==> config.mk <==
export PLATFORM = sky130hd
export DESIGN_NAME = imem_line_buffer_flat
export DESIGN_NICKNAME = d
export VERILOG_FILES = /design/src/rtl/imem_line_buffer_pkg.sv /design/src/rtl/imem_line_buffer_if.sv /design/src/rtl/imem_line_buffer_line_store.sv /design/src/rtl/imem_line_buffer.sv /design/src/flat_wrapper.sv
export SDC_FILE = /design/constraint.sdc
export NUM_CORES = 1
export LEC_CHECK = 0
export CAP_MARGIN = 5
export CORE_ASPECT_RATIO = 0.7
export CORE_UTILIZATION = 43
export DETAILED_ROUTE_END_ITERATION = 16
export MAX_ROUTING_LAYER = met4
export PLACE_DENSITY_LB_ADDON = 0.25
export SYNTH_ARGS = -nofsm -noshare
export SYNTH_HDL_FRONTEND = slang
export SYNTH_SLANG_ARGS = --single-unit
==> constraint.sdc <==
create_clock -name clk -period 1.75 [get_ports clk]
set_input_delay 0.2625 -clock clk [delete_from_list [all_inputs] [get_ports clk]]
set_output_delay 0.2625 -clock clk [all_outputs]
set_load 0.1 [all_outputs]
==> src/rtl/imem_line_buffer_pkg.sv <==
// Shared types for the single-line instruction buffer (perf counters: ILB_PERF_CNT_EN).
// Line/tag geometry, FSM state enum and address helpers.
package imem_line_buffer_pkg;

  localparam int ADDR_WIDTH      = 16;
  localparam int LINE_BITS       = 128;
  localparam int LC3B_LINE_OFF_W = 4;
  localparam int TAG_W           = ADDR_WIDTH - LC3B_LINE_OFF_W;

  typedef logic [ADDR_WIDTH-1:0] lc3b_word;
  typedef logic [LINE_BITS-1:0]  lc3b_data;
  typedef logic [TAG_W-1:0]      lc3b_line_tag;

  typedef enum logic {
    ILB_IDLE,
    ILB_FILL
  } lc3b_ilb_state_t;

  function automatic lc3b_line_tag line_tag(input lc3b_word addr);
    return addr[ADDR_WIDTH-1:LC3B_LINE_OFF_W];
  endfunction

  function automatic lc3b_word line_base(input lc3b_word addr);
    return {addr[ADDR_WIDTH-1:LC3B_LINE_OFF_W], {LC3B_LINE_OFF_W{1'b0}}};
  endfunction

endpackage

==> src/rtl/imem_line_buffer_if.sv <==
// Fetch-side and physical-memory-side signals of the line buffer (perf ports under ILB_PERF_CNT_EN).
// slave = the buffer itself, master = the fetch stage plus memory environment.
interface imem_line_buffer_if;
  import imem_line_buffer_pkg::*;

  lc3b_word imem_address;
  logic     imem_action_stb;
  logic     imem_action_cyc;
  logic     invalidate;
  lc3b_data imem_rdata;
  logic     imem_resp;
  lc3b_word pmem_address;
  logic     pmem_read;
  lc3b_data pmem_rdata;
  logic     pmem_resp;
`ifdef ILB_PERF_CNT_EN
  logic [15:0] hit_count;
  logic [15:0] miss_count;
  logic        perf_clear;

  modport slave (
    input  imem_address, imem_action_stb, imem_action_cyc, invalidate,
    input  pmem_rdata, pmem_resp, perf_clear,
    output imem_rdata, imem_resp, pmem_address, pmem_read,
    output hit_count, miss_count
  );
  modport master (
    output imem_address, imem_action_stb, imem_action_cyc, invalidate,
    output pmem_rdata, pmem_resp, perf_clear,
    input  imem_rdata, imem_resp, pmem_address, pmem_read,
    input  hit_count, miss_count
  );
`else
  modport slave (
    input  imem_address, imem_action_stb, imem_action_cyc, invalidate,
    input  pmem_rdata, pmem_resp,
    output imem_rdata, imem_resp, pmem_address, pmem_read
  );
  modport master (
    output imem_address, imem_action_stb, imem_action_cyc, invalidate,
    output pmem_rdata, pmem_resp,
    input  imem_rdata, imem_resp, pmem_address, pmem_read
  );
`endif

endinterface

==> src/rtl/imem_line_buffer_line_store.sv <==
// Valid/tag/data registers for the one buffered line plus the lookup tag compare.
// Clear beats a same-cycle write; the line reads as zero while invalid.
module ilb_line_store
  import imem_line_buffer_pkg::*;
(
  input  logic         clk,
  input  logic         reset_n,
  input  logic         i_wr_en,
  input  lc3b_line_tag i_wr_tag,
  input  lc3b_data     i_wr_data,
  input  logic         i_clear,
  input  lc3b_line_tag i_lookup_tag,
  output logic         o_match,
  output lc3b_data     o_line
);

  logic         r_valid;
  lc3b_line_tag r_tag;
  lc3b_data     r_data;

  always_ff @(posedge clk or negedge reset_n) begin
    if (!reset_n) begin
      r_valid <= 1'b0;
      r_tag   <= '0;
      r_data  <= '0;
    end else if (i_clear) begin
      r_valid <= 1'b0;
    end else if (i_wr_en) begin
      r_valid <= 1'b1;
      r_tag   <= i_wr_tag;
      r_data  <= i_wr_data;
    end
  end

  assign o_match = r_valid && (r_tag == i_lookup_tag);
  assign o_line  = r_valid ? r_data : '0;

endmodule

==> src/rtl/imem_line_buffer.sv <==
// Single-line instruction buffer: combinational hit response, registered pmem fill on miss.
// Optional hit/miss counters with ILB_PERF_CNT_EN; no response is given while a fill is in flight.
module imem_line_buffer
  import imem_line_buffer_pkg::*;
(
  input  logic               clk,
  input  logic               reset_n,
  imem_line_buffer_if.slave  bus
);

  lc3b_ilb_state_t r_state;
  lc3b_ilb_state_t w_state_nxt;
  logic            r_drop;
  logic            r_pmem_read;
  lc3b_word        r_pmem_address;

  logic     w_req;
  logic     w_match;
  logic     w_hit;
  logic     w_start;
  logic     w_fill_done;
  logic     w_wr_en;
  lc3b_data w_line;

  assign w_req       = bus.imem_action_stb && bus.imem_action_cyc;
  assign w_hit       = w_match && w_req && (r_state == ILB_IDLE) && !bus.invalidate;
  assign w_start     = (r_state == ILB_IDLE) && w_req && !w_hit;
  assign w_fill_done = (r_state == ILB_FILL) && bus.pmem_resp;
  // A line is discarded if an invalidate landed anywhere during its fill, including the return cycle.
  assign w_wr_en     = w_fill_done && !r_drop && !bus.invalidate;

  ilb_line_store u_line_store (
    .clk          (clk),
    .reset_n      (reset_n),
    .i_wr_en      (w_wr_en),
    .i_wr_tag     (line_tag(r_pmem_address)),
    .i_wr_data    (bus.pmem_rdata),
    .i_clear      (bus.invalidate),
    .i_lookup_tag (line_tag(bus.imem_address)),
    .o_match      (w_match),
    .o_line       (w_line)
  );

  always_ff @(posedge clk or negedge reset_n) begin
    if (!reset_n) begin
      r_state <= ILB_IDLE;
    end else begin
      r_state <= w_state_nxt;
    end
  end

  always_comb begin
    w_state_nxt = r_state;
    case (r_state)
      ILB_IDLE: if (w_start)     w_state_nxt = ILB_FILL;
      ILB_FILL: if (w_fill_done) w_state_nxt = ILB_IDLE;
      default:                   w_state_nxt = ILB_IDLE;
    endcase
  end

  always_ff @(posedge clk or negedge reset_n) begin
    if (!reset_n) begin
      r_pmem_read    <= 1'b0;
      r_pmem_address <= '0;
      r_drop         <= 1'b0;
    end else begin
      if (w_start) begin
        r_pmem_read    <= 1'b1;
        r_pmem_address <= line_base(bus.imem_address);
      end else if (w_fill_done) begin
        r_pmem_read    <= 1'b0;
      end

      if (w_fill_done) begin
        r_drop <= 1'b0;
      end else if ((r_state == ILB_FILL) && bus.invalidate) begin
        r_drop <= 1'b1;
      end
    end
  end

  assign bus.imem_resp    = w_hit;
  assign bus.imem_rdata   = w_line;
  assign bus.pmem_read    = r_pmem_read;
  assign bus.pmem_address = r_pmem_address;

`ifdef ILB_PERF_CNT_EN
  logic [15:0] r_hit_count;
  logic [15:0] r_miss_count;

  always_ff @(posedge clk or negedge reset_n) begin
    if (!reset_n) begin
      r_hit_count  <= '0;
      r_miss_count <= '0;
    end else if (bus.perf_clear) begin
      r_hit_count  <= '0;
      r_miss_count <= '0;
    end else begin
      if (w_hit && (r_hit_count != 16'hFFFF)) begin
        r_hit_count <= r_hit_count + 16'd1;
      end
      if (w_start && (r_miss_count != 16'hFFFF)) begin
        r_miss_count <= r_miss_count + 16'd1;
      end
    end
  end

  assign bus.hit_count  = r_hit_count;
  assign bus.miss_count = r_miss_count;
`endif

endmodule

==> src/flat_wrapper.sv <==
// flat-port wrapper written by rule: the top's interface ports become plain ports
module imem_line_buffer_flat import imem_line_buffer_pkg::*;
  (clk, reset_n, bus_imem_address, bus_imem_action_stb, bus_imem_action_cyc, bus_invalidate, bus_pmem_rdata, bus_pmem_resp, bus_imem_rdata, bus_imem_resp, bus_pmem_address, bus_pmem_read);
  imem_line_buffer_if bus_i ();
  input  logic clk;
  input  logic reset_n;
  input wire logic [$bits(bus_i.imem_address)-1:0] bus_imem_address;
  input wire logic [$bits(bus_i.imem_action_stb)-1:0] bus_imem_action_stb;
  input wire logic [$bits(bus_i.imem_action_cyc)-1:0] bus_imem_action_cyc;
  input wire logic [$bits(bus_i.invalidate)-1:0] bus_invalidate;
  input wire logic [$bits(bus_i.pmem_rdata)-1:0] bus_pmem_rdata;
  input wire logic [$bits(bus_i.pmem_resp)-1:0] bus_pmem_resp;
  output wire logic [$bits(bus_i.imem_rdata)-1:0] bus_imem_rdata;
  output wire logic [$bits(bus_i.imem_resp)-1:0] bus_imem_resp;
  output wire logic [$bits(bus_i.pmem_address)-1:0] bus_pmem_address;
  output wire logic [$bits(bus_i.pmem_read)-1:0] bus_pmem_read;
  assign bus_i.imem_address = bus_imem_address;
  assign bus_i.imem_action_stb = bus_imem_action_stb;
  assign bus_i.imem_action_cyc = bus_imem_action_cyc;
  assign bus_i.invalidate = bus_invalidate;
  assign bus_i.pmem_rdata = bus_pmem_rdata;
  assign bus_i.pmem_resp = bus_pmem_resp;
  assign bus_imem_rdata = bus_i.imem_rdata;
  assign bus_imem_resp = bus_i.imem_resp;
  assign bus_pmem_address = bus_i.pmem_address;
  assign bus_pmem_read = bus_i.pmem_read;
  imem_line_buffer u_core (.clk(clk), .reset_n(reset_n), .bus(bus_i));
endmodule
==> impl_results.md, run 1 <==
* Non-filler cells in the finished layout at 1,049
* Cells along the critical path: xnor2_1 -> or3b_4 -> nor3_2 -> and4b_4 -> buf_12
* Final WL at 23.8 mm
* Yosys Warn Count at 0
* Fin nets at 987
* Cell Area, Placed at 11,800 um^2
* Crit path required time at 1490 ps
* Die Height at 108 um
* Seq/Total Area, Yosys at 56.9%
* Post-route minimum period at 2300 ps
* Reg-to-reg slack, setup at -70 ps
* CP max FO at 2
* Commonest non-fill, non-tap cells in the layout: 156 x buf_12, 155 x dfrtp_1, 144 x clkdlybuf4s50_1
* Area share of the largest cell type after synthesis at 56.9%
* DRT Pass-1 Iters at 6
* Vias in the first global route at 6,010
* Clock transition at path regs at 60 ps
* Synth area leader: dfrtp_1
* Max-Cap Viols at 0
* Gpl congestion at 0.856
* DIE AREA at 16,500 um^2
* DP HPWL at 14.5 mm
* Via density at 5.09
* Dpl ws at -496 ps
* Post-synth ARST share at 100%
* Synth area leaders: dfrtp_1 57%, mux2_2 23%, and2_1 12%, mux2_4 2.0%, xor2_1 1.1%
* Congestion Overflow GR at 0
* Critical Path Start Type: flop
* Buf+Inv Stages, Crit Path at 1
* Placed cell count at 990
* Total Power at 16.8 mW
* Initial Util at 44.1%
* Number of cells on the critical path at 5
* Slowest stage delay, CP at 430 ps
* Maximum root-to-sink buffer count at 2
* Hold Violations, Final at 0
* Slew Limit Fails at 0
* IO Pins at 296
* Mapped cell area at 6860 um^2
* Starting DRC count in detailed routing at 234
* Via count at 5,335
* Status: complete, but fails checks
* CTS Root Cell: clkbuf_16
* Unrepaired setup endpoints after global routing: true
* Placement Rows at 38
* Final Cell Area at 13,200 um^2
* GRT Total Usage at 31.1%
* Synthesized flop and latch total at 156
* Failing checks: negative setup slack
* Clock Latency Late Sink at 420 ps
* Worst EP arrival at 2040 ps
* Mean Syn Cell Area at 13.6 um^2
* R2R Path Start: u_core.u_line_store.r_tag[5]
* Kind of cell adding the most delay to the critical path: simple AND/OR/NAND/NOR gates
* CTS tree: built
* Most common cell after layout, fill and taps aside: buf_12
* Reg2reg end: u_core.bus.pmem_address[7]
* TritonCTS buffer count at 17
* Post-synth EDFFs at 0
* Fraction of layout cells with a size suffix above 1 at 61.2%
* Synth cell types at 26
* Largest net degree at the start of global routing at 60
* PnR worst setup slack at -553 ps
* CTS HTree Levels at 4
* Main synth FF type: dfrtp_1
* WS Path Type: reg2out
* Cells after Synth at 505
* Crit end category: primary output
* Final Cycle Share at 132%
* Initial antenna violation count at 0
* # setup viols final at 141
* Clock tree sinks at 156
* Layout area overhead at 92.1%
* Fin Clk Skew at 7.99 ps
* Final ANT Viol Nets at 0
* PwrDens at 1280 nW/um^2
* DRC at 0
* Die width at 153 um
* Maximum vdd drop at 0.000757 V
* Reg2Reg Depth at 6
* Port Buffers at 287
* Per-cell routed wire length at 22.6 um
* Maximum clock frequency at 434 MHz
* Worst min path class: in2async
* Leakage at 5.66 nW
* Diodes inserted at 0
* Crit-path slowest cell: or3b_4
* First-pass GRT wire length at 36.1 mm
* TNS Setup at -14,910 ps
* Crit path from: u_core.u_line_store.r_tag[7]
* Core box area at 15,500 um^2
[synthesized netlist by cell type, types with 2 or more instances]
library cell  count
xnor2_1           3
and4b_1           2
nand2_1           2
clkbuf_1         14
and2_1          128
mux2_2          143
buf_4             4
xor2_1            9
nor3_1            2
mux2_4            9
a21oi_1           2
buf_2            15
nor4_1            3
dfrtp_1         156
nand3_1           2
[flip-flops by register name, indices dropped and copies added (netlist names)]
register / count
u_core.bus.pmem_address: 12
u_core.bus.pmem_read: 1
u_core.r_drop: 1
u_core.r_state: 1
u_core.u_line_store.r_data: 128
u_core.u_line_store.r_tag: 12
u_core.u_line_store.r_valid: 1
[final cells by class]
| class | instances | area [um^2] |
|---|---|---|
| inverters | 1 | 3.75 |
| multi-input cells | 317 | 3170 |
| well taps | 200 | 250 |
| repair buffers | 344 | 5230 |
| clock buffers | 20 | 457 |
| fillers | 778 | 2360 |
| clock inverters | 11 | 166 |
| flip-flops and latches | 156 | 3910 |
[per-stage QoR]
stage	hold WS, ps	utilization (%)
after floorplan	-33.1	-
after global placement	177	75.7
after detailed placement	180	75.7
after CTS	287	84.9
after global routing	306	84.8
final	291	84.8
[worst max-delay path by stage]
stage                    end  slack [ps]
2_1_floorplan  bus_imem_resp         -70
5_1_grt        bus_imem_resp        -630
4_1_cts        bus_imem_resp        -540
3_5_place_dp   bus_imem_resp        -500
3_3_place_gp   bus_imem_resp        -490
6_report       bus_imem_resp        -550
[what timing repair did]
action                                  CTS  global route
gates resized for setup                 148            26
pin swaps                                 5             3
hold buffers                              1             0
endpoints found under the hold margin    32             0
buffers inserted                         13             5
endpoints found under the setup margin  141           142
gates cloned                             15             0
[layer usage]
metal	track usage [%]	part of all wire [%]	up-vias
met3	10.4	7.2	50
met5	-	0	-
met2	53.2	52	226
met1	34.0	39	2695
met4	11.5	2.6	0
li1	-	-	2364
[where the power goes]
group	switching, mW	total [mW]	internal (mW)
logic	3.45	6.68	3.23
clock network	1.50	3.96	2.45
registers	1.03	6.18	5.15
total	5.99	16.8	10.8
[cell families after synthesis]
group	synth area share [%]
AO/OA/AOI/OAI	0.456
XOR/XNOR	1.53
buffers and inverters	2.52
flip-flops	56.9
multiplexers	25.4
other	0.0546
AND/OR/NAND/NOR	13.1
Note: power is estimated with default switching activity, not from simulation.
==> run 2: changes to the inputs <==
--- a/config.mk
+++ b/config.mk
@@ -7,7 +7,8 @@
 export LEC_CHECK = 0
 export CAP_MARGIN = 5
 export CORE_ASPECT_RATIO = 0.7
-export CORE_UTILIZATION = 43
+export CORE_UTILIZATION = 44
+export CTS_BUF_LIST = sky130_fd_sc_hd__clkbuf_4
 export DETAILED_ROUTE_END_ITERATION = 16
 export MAX_ROUTING_LAYER = met4
 export PLACE_DENSITY_LB_ADDON = 0.25
==> run 2 against run 1 <==
The run still ends with negative setup slack left. Total power is 9.7% lower. First-iteration DRC count is 26% higher. Critical path depth is 1 higher. Combinational power is 2% higher. Sequential share of layout area is 0.59 points higher. Clock skew is 20 ps higher. Register-to-register slack worse by 70 ps. Hold slack worse by 140 ps. Largest cell class unchanged. Non-clock buffer count is 10 higher. Highest routed layer unchanged. Sequential cell count stayed put. Largest power group unchanged. Worst setup slack worse by 190 ps.
==> impl_results.md, run 2 (same netlist as run 1, synthesis figures left out) <==
* Crit path required time at 1490 ps (about the same)
* Fin Clk Skew at 28.4 ps (was 7.99 ps)
* Commonest non-fill, non-tap cells in the layout: 162 x buf_12, 155 x dfrtp_1, 144 x clkdlybuf4s50_1 (was 156 x buf_12, 155 x dfrtp_1, 144 x clkdlybuf4s50_1)
* Critical Path Start Type: flop (unchanged)
* Max-Cap Viols at 0 (unchanged)
* Port Buffers at 287 (unchanged)
* IO Pins at 296 (unchanged)
* CTS Root Cell: clkbuf_4 (was clkbuf_16)
* Gpl congestion at 0.850 (was 0.856)
* CTS HTree Levels at 4 (unchanged)
* First-pass GRT wire length at 37.5 mm (was 36.1 mm)
* Placed cell count at 985 (was 990)
* Fraction of layout cells with a size suffix above 1 at 61.7% (was 61.2%)
* Max reg flops at 128 (unchanged)
* CTS tree: built (unchanged)
* WS Path Type: reg2out (unchanged)
* DRT Pass-1 Iters at 5 (was 6)
* Die Height at 107 um (was 108 um)
* Crit end category: primary output (unchanged)
* Fin nets at 997 (was 987)
* DIE AREA at 16,100 um^2 (was 16,500 um^2)
* PwrDens at 1180 nW/um^2 (was 1280 nW/um^2)
* DP HPWL at 14.5 mm (about the same)
* Placement Rows at 37 (was 38)
* Initial Util at 45.9% (was 44.1%)
* CP max FO at 2 (unchanged)
* Clock tree sinks at 156 (unchanged)
* TNS Setup at -47,520 ps (was -14,910 ps)
* TritonCTS buffer count at 17 (unchanged)
* Via density at 5.18 (was 5.09)
* Final Hold Slack at 150 ps (was 291 ps)
* Final Util at 86.4% (was 84.8%)
* Via count at 5,465 (was 5,335)
* Final ANT Viol Nets at 0 (unchanged)
* Maximum clock frequency at 402 MHz (was 434 MHz)
* Per-cell routed wire length at 23.4 um (was 22.6 um)
* Maximum root-to-sink buffer count at 2 (unchanged)
* Status: complete, but fails checks (unchanged)
* Initial antenna violation count at 1 (was 0)
* PnR worst setup slack at -738 ps (was -553 ps)
* Post-route minimum period at 2490 ps (was 2300 ps)
* Non-filler cells in the finished layout at 1,056 (was 1,049)
* Final WL at 24.7 mm (was 23.8 mm)
* Clock transition at path regs at 130 ps (was 60 ps)
* Die width at 151 um (was 153 um)
* Vias in the first global route at 6,303 (was 6,010)
* Worst EP arrival at 2230 ps (was 2040 ps)
* Starting DRC count in detailed routing at 294 (was 234)
* Core box area at 15,000 um^2 (was 15,500 um^2)
* Most flops, register: u_core.u_line_store.r_data (unchanged)
* Congestion Overflow GR at 0 (unchanged)
* Leakage at 5.58 nW (was 5.66 nW)
* Failing checks: negative setup slack (unchanged)
* DRC at 0 (unchanged)
* Hold Violations, Final at 0 (unchanged)
* Layout area overhead at 88.3% (was 92.1%)
* Slew Limit Fails at 0 (unchanged)
* Unrepaired setup endpoints after global routing: true (unchanged)
* Worst min path class: in2async (unchanged)
* Final Cycle Share at 142% (was 132%)
* GRT Total Usage at 33.5% (was 31.1%)
* Most common cell after layout, fill and taps aside: buf_12 (unchanged)
* Largest net degree at the start of global routing at 42 (was 60)
* Total Power at 15.2 mW (was 16.8 mW)
* Maximum vdd drop at 0.000765 V (was 0.000757 V)
* # setup viols final at 142 (was 141)
* Clock Latency Late Sink at 590 ps (was 420 ps)
-- run 2: cell count changes in the layout (fill, tap and decap cells not counted), moves of 5 or more --
| cell | delta |
|---|---|
| buf_8 | +5 |
| clkbuf_16 | -17 |
| clkbuf_4 | +19 |
| buf_12 | +6 |
| buf_6 | +5 |
| buf_16 | -6 |
-- run 2: where the power goes --
group          internal, mW  leakage [nW]  total (mW)  switching, mW
combinational          3.28          3.55        6.80           3.52
clock                 0.861         0.149        2.20           1.34
sequential             5.12          1.88        6.19           1.06
-- run 2: cell type report --
cell class,count,area [um^2]
clock buffer,19,143
tap,195,244
antenna,1,2.50
multi-input combinational,317,3180
timing repair buffer,354,5320
fill,683,2030
inverter,1,3.75
clock inverter,13,126
sequential,156,3910
-- run 2: path summary, 6_finish.rpt --
kind | start | to | slack [ps] | depth (start not counted)
max | u_core.u_line_store.r_tag[4] | bus_imem_resp | -740 | 6
min | reset_n | u_core.u_line_store.r_data[111] | 150 | 2
max reg2reg | u_core.u_line_store.r_tag[0] | u_core.bus.pmem_address[8] | -140 | 6
min reg2reg | u_core.u_line_store.r_data[40] | u_core.u_line_store.r_data[40] | 520 | 1
max in group asynchronous | reset_n | u_core.u_line_store.r_data[98] | 1000 | 3
min in group clk | bus_pmem_rdata[49] | u_core.u_line_store.r_data[49] | 270 | 2
-- run 2: metal layers --
layer	up-vias	wire, um	global-route usage [%]
li1	2381	-	-
met1	2777	9610	37.6
met2	244	12400	54.4
met5	-	0	-
met3	63	1820	10.3
met4	0	893	16.0
-- run 2: metrics by stage --
stage / setup WS [ps] / cell area, um^2
after floorplan: -71.2 / 7040
after global placement: -433 / 11800
after detailed placement: -456 / 11800
after CTS: -707 / 13100
after global routing: -819 / 12900
final: -738 / 12900
-- run 2: critical path, cell delays in order, from the launching register on --
cell     delay [ps]
dfrtp_1         430
xnor2_2         180
nand2_1          80
or3b_4          400
nor3_2          120
and4b_4         270
buf_12          180
-- run 2: timing repair --
action | 4_1_cts | 5_1_grt
cloned | 20 | 0
hold buffers | 1 | 0
buffers inserted | 22 | 11
endpoints found under the setup margin | 141 | 142
pin swaps | 4 | 1
resized for setup | 176 | 23
endpoints found under the hold margin | 156 | 0
==> variant: new RTL, config.mk and constraints of run 1 <==
`LINE_BITS`: 128 -> 120.
--- a/src/rtl/imem_line_buffer_pkg.sv
+++ b/src/rtl/imem_line_buffer_pkg.sv
@@ -5,3 +5,3 @@
   localparam int ADDR_WIDTH      = 16;
-  localparam int LINE_BITS       = 128;
+  localparam int LINE_BITS       = 120;
   localparam int LC3B_LINE_OFF_W = 4;
Ports: changed (resized bus_imem_rdata and bus_pmem_rdata); port bits go from 296 to 280. No check against the original RTL was run, so the function may have changed too.
==> variant against run 1 <==
- the flow still finishes with violations (negative setup slack)
- sequential cell count decreased by 8
- synthesized area is 5.1% lower
- non-clock buffer count is 18 lower
- routed wire length down 6.6%
- via count down 5.3%
- final area is 4.4% lower
- setup slack better by 28 ps
- critical path depth increased by 1
- hold slack gained 17 ps
- total power is 4.8% lower
- synthesized cell count shrank 5.1%
- largest power group unchanged
==> variant: results (changes against run 1) <==
synthesis:
  synthTopCellsByCount: "dfrtp_1, mux2_2, and2_1, buf_2, clkbuf_1"
  seq_area_frac_synth_pct: 56.8  # about the same
  synthCells: 479  # -5.1%
  yosys-top-cells-area: "dfrtp_1, mux2_2, and2_1, mux2_4, xor2_1"
drt:
  wl_per_cell_um: 22.1  # -2.3%
  drt_pre_antenna_iters: 5  # -1
  drt_first_iter_violations: 189  # -19%
  via_per_inst: 5.03  # -1.0%
worst_setup_path:
  r2r_slack_ps: -130  # -60 ps
  r2r-end: "u_core.bus.pmem_address[4]$_DFFE_PN0P_"
  critPathLaunch: "u_core.u_line_store.r_tag[4]$_DFFE_PN0P_"
  r2r_start: "u_core.u_line_store.r_tag[8]$_DFFE_PN0P_"
  crit_path_max_incr_delay_ps: 420
  cp_slowest_cell: "dfrtp_1"
timing:
  skew_ps: 6.29  # -1.70 ps
  whs_ps: 307  # +16.7 ps
  setup_ws_ps: -525  # +27.9 ps
  tns_ps: -12550  # +2360 ps
  setup_viol: 128  # -9.2%
global_route:
  first_global_vias: 5675  # -5.6%
  grt_pass1_wl_mm: 33.8  # -6.4%
  grt.total_usage_pct: 30.6  # -0.53 points
  grt_max_degree: 49  # -18%
layout:
  regArea_mm2: 0.00370  # -5.1%
  drive_gt1_share_pct: 61.6  # +0.39 points
  fin_nets: 937  # -5.1%
  largest_reg_flops: 120  # -6.3%
  nFillCells: 677  # -13%
  fin_cells: 1003  # -4.4%
placed_design:
  dp.cells: 947  # -4.3%
  post-dp-hpwl_mm: 13.4  # -7.8%
  placed_area_mm2: 0.0112  # -5.0%
  io_buffers: 271  # -5.6%
  place_congestion: 0.826  # -3.5%
power:
  p_switching_uw: 5740  # -4.1%
  peakVddDrop_mv: 0.965  # +28%
  p_leak_uw: 0.00540  # -4.7%
clock_network:
  ctsHtreeMaxLevel: 4  # unchanged
run_status:
  violations: "negative setup slack"
  status: "finished with violations"
==> variant: cell types whose count changed after synthesis <==
cell      before  now
and2_1       128  120
dfrtp_1      156  148
mux2_2       143  135
clkbuf_1      14   13
buf_2         15   14
==> variant: timing repair <==
action,CTS,global route
endpoints found under the hold margin,30,0
endpoints found under the setup margin,133,134
cloned,14,1
pin swaps,5,3
setup buffers,12,2
hold buffers,1,0
resized for setup,150,14
==> variant: power groups by stage <==
stage	clock network (uW)	registers, uW	logic [uW]
after global placement	0	5570	5680
after CTS	3790	5780	6340
final	3740	5870	6400
after detailed placement	0	5710	5830
after floorplan	0	5870	3340
after global routing	3940	6020	6650
==> variant: routing by layer <==
metal  vias up  track usage [%]  wire (um)
met2       164             51.4      11800
met5         -                -          0
met4         0             11.9        593
met3        41             6.64       1050
met1      2597             35.7       8750
li1       2248                -          -
==> variant: metrics by stage <==
stage	setup slack [ps]	total power, uW
CTS	-564	15900
global route	-616	16600
floorplan	-71.2	9200
finish	-525	16000
detailed placement	-471	11500
global placement	-439	11200
==> variant: cell families after synthesis <==
family / after synthesis / synth area share (%)
compound gates: 5 / 0.480
xor+xnor: 12 / 1.61
buf+inv: 33 / 2.52
flops: 148 / 56.8
mux: 144 / 25.4
other cells: 1 / 0.0576
simple gates: 136 / 13.1
==> variant: cell type report <==
type | count | area share [%]
inverter | 1 | 0.0298
clock inverter | 11 | 1.21
multi-input combinational | 301 | 24.3
tap | 195 | 1.94
clock buffer | 21 | 3.57
timing repair buffer | 326 | 39.6
sequential | 148 | 29.4
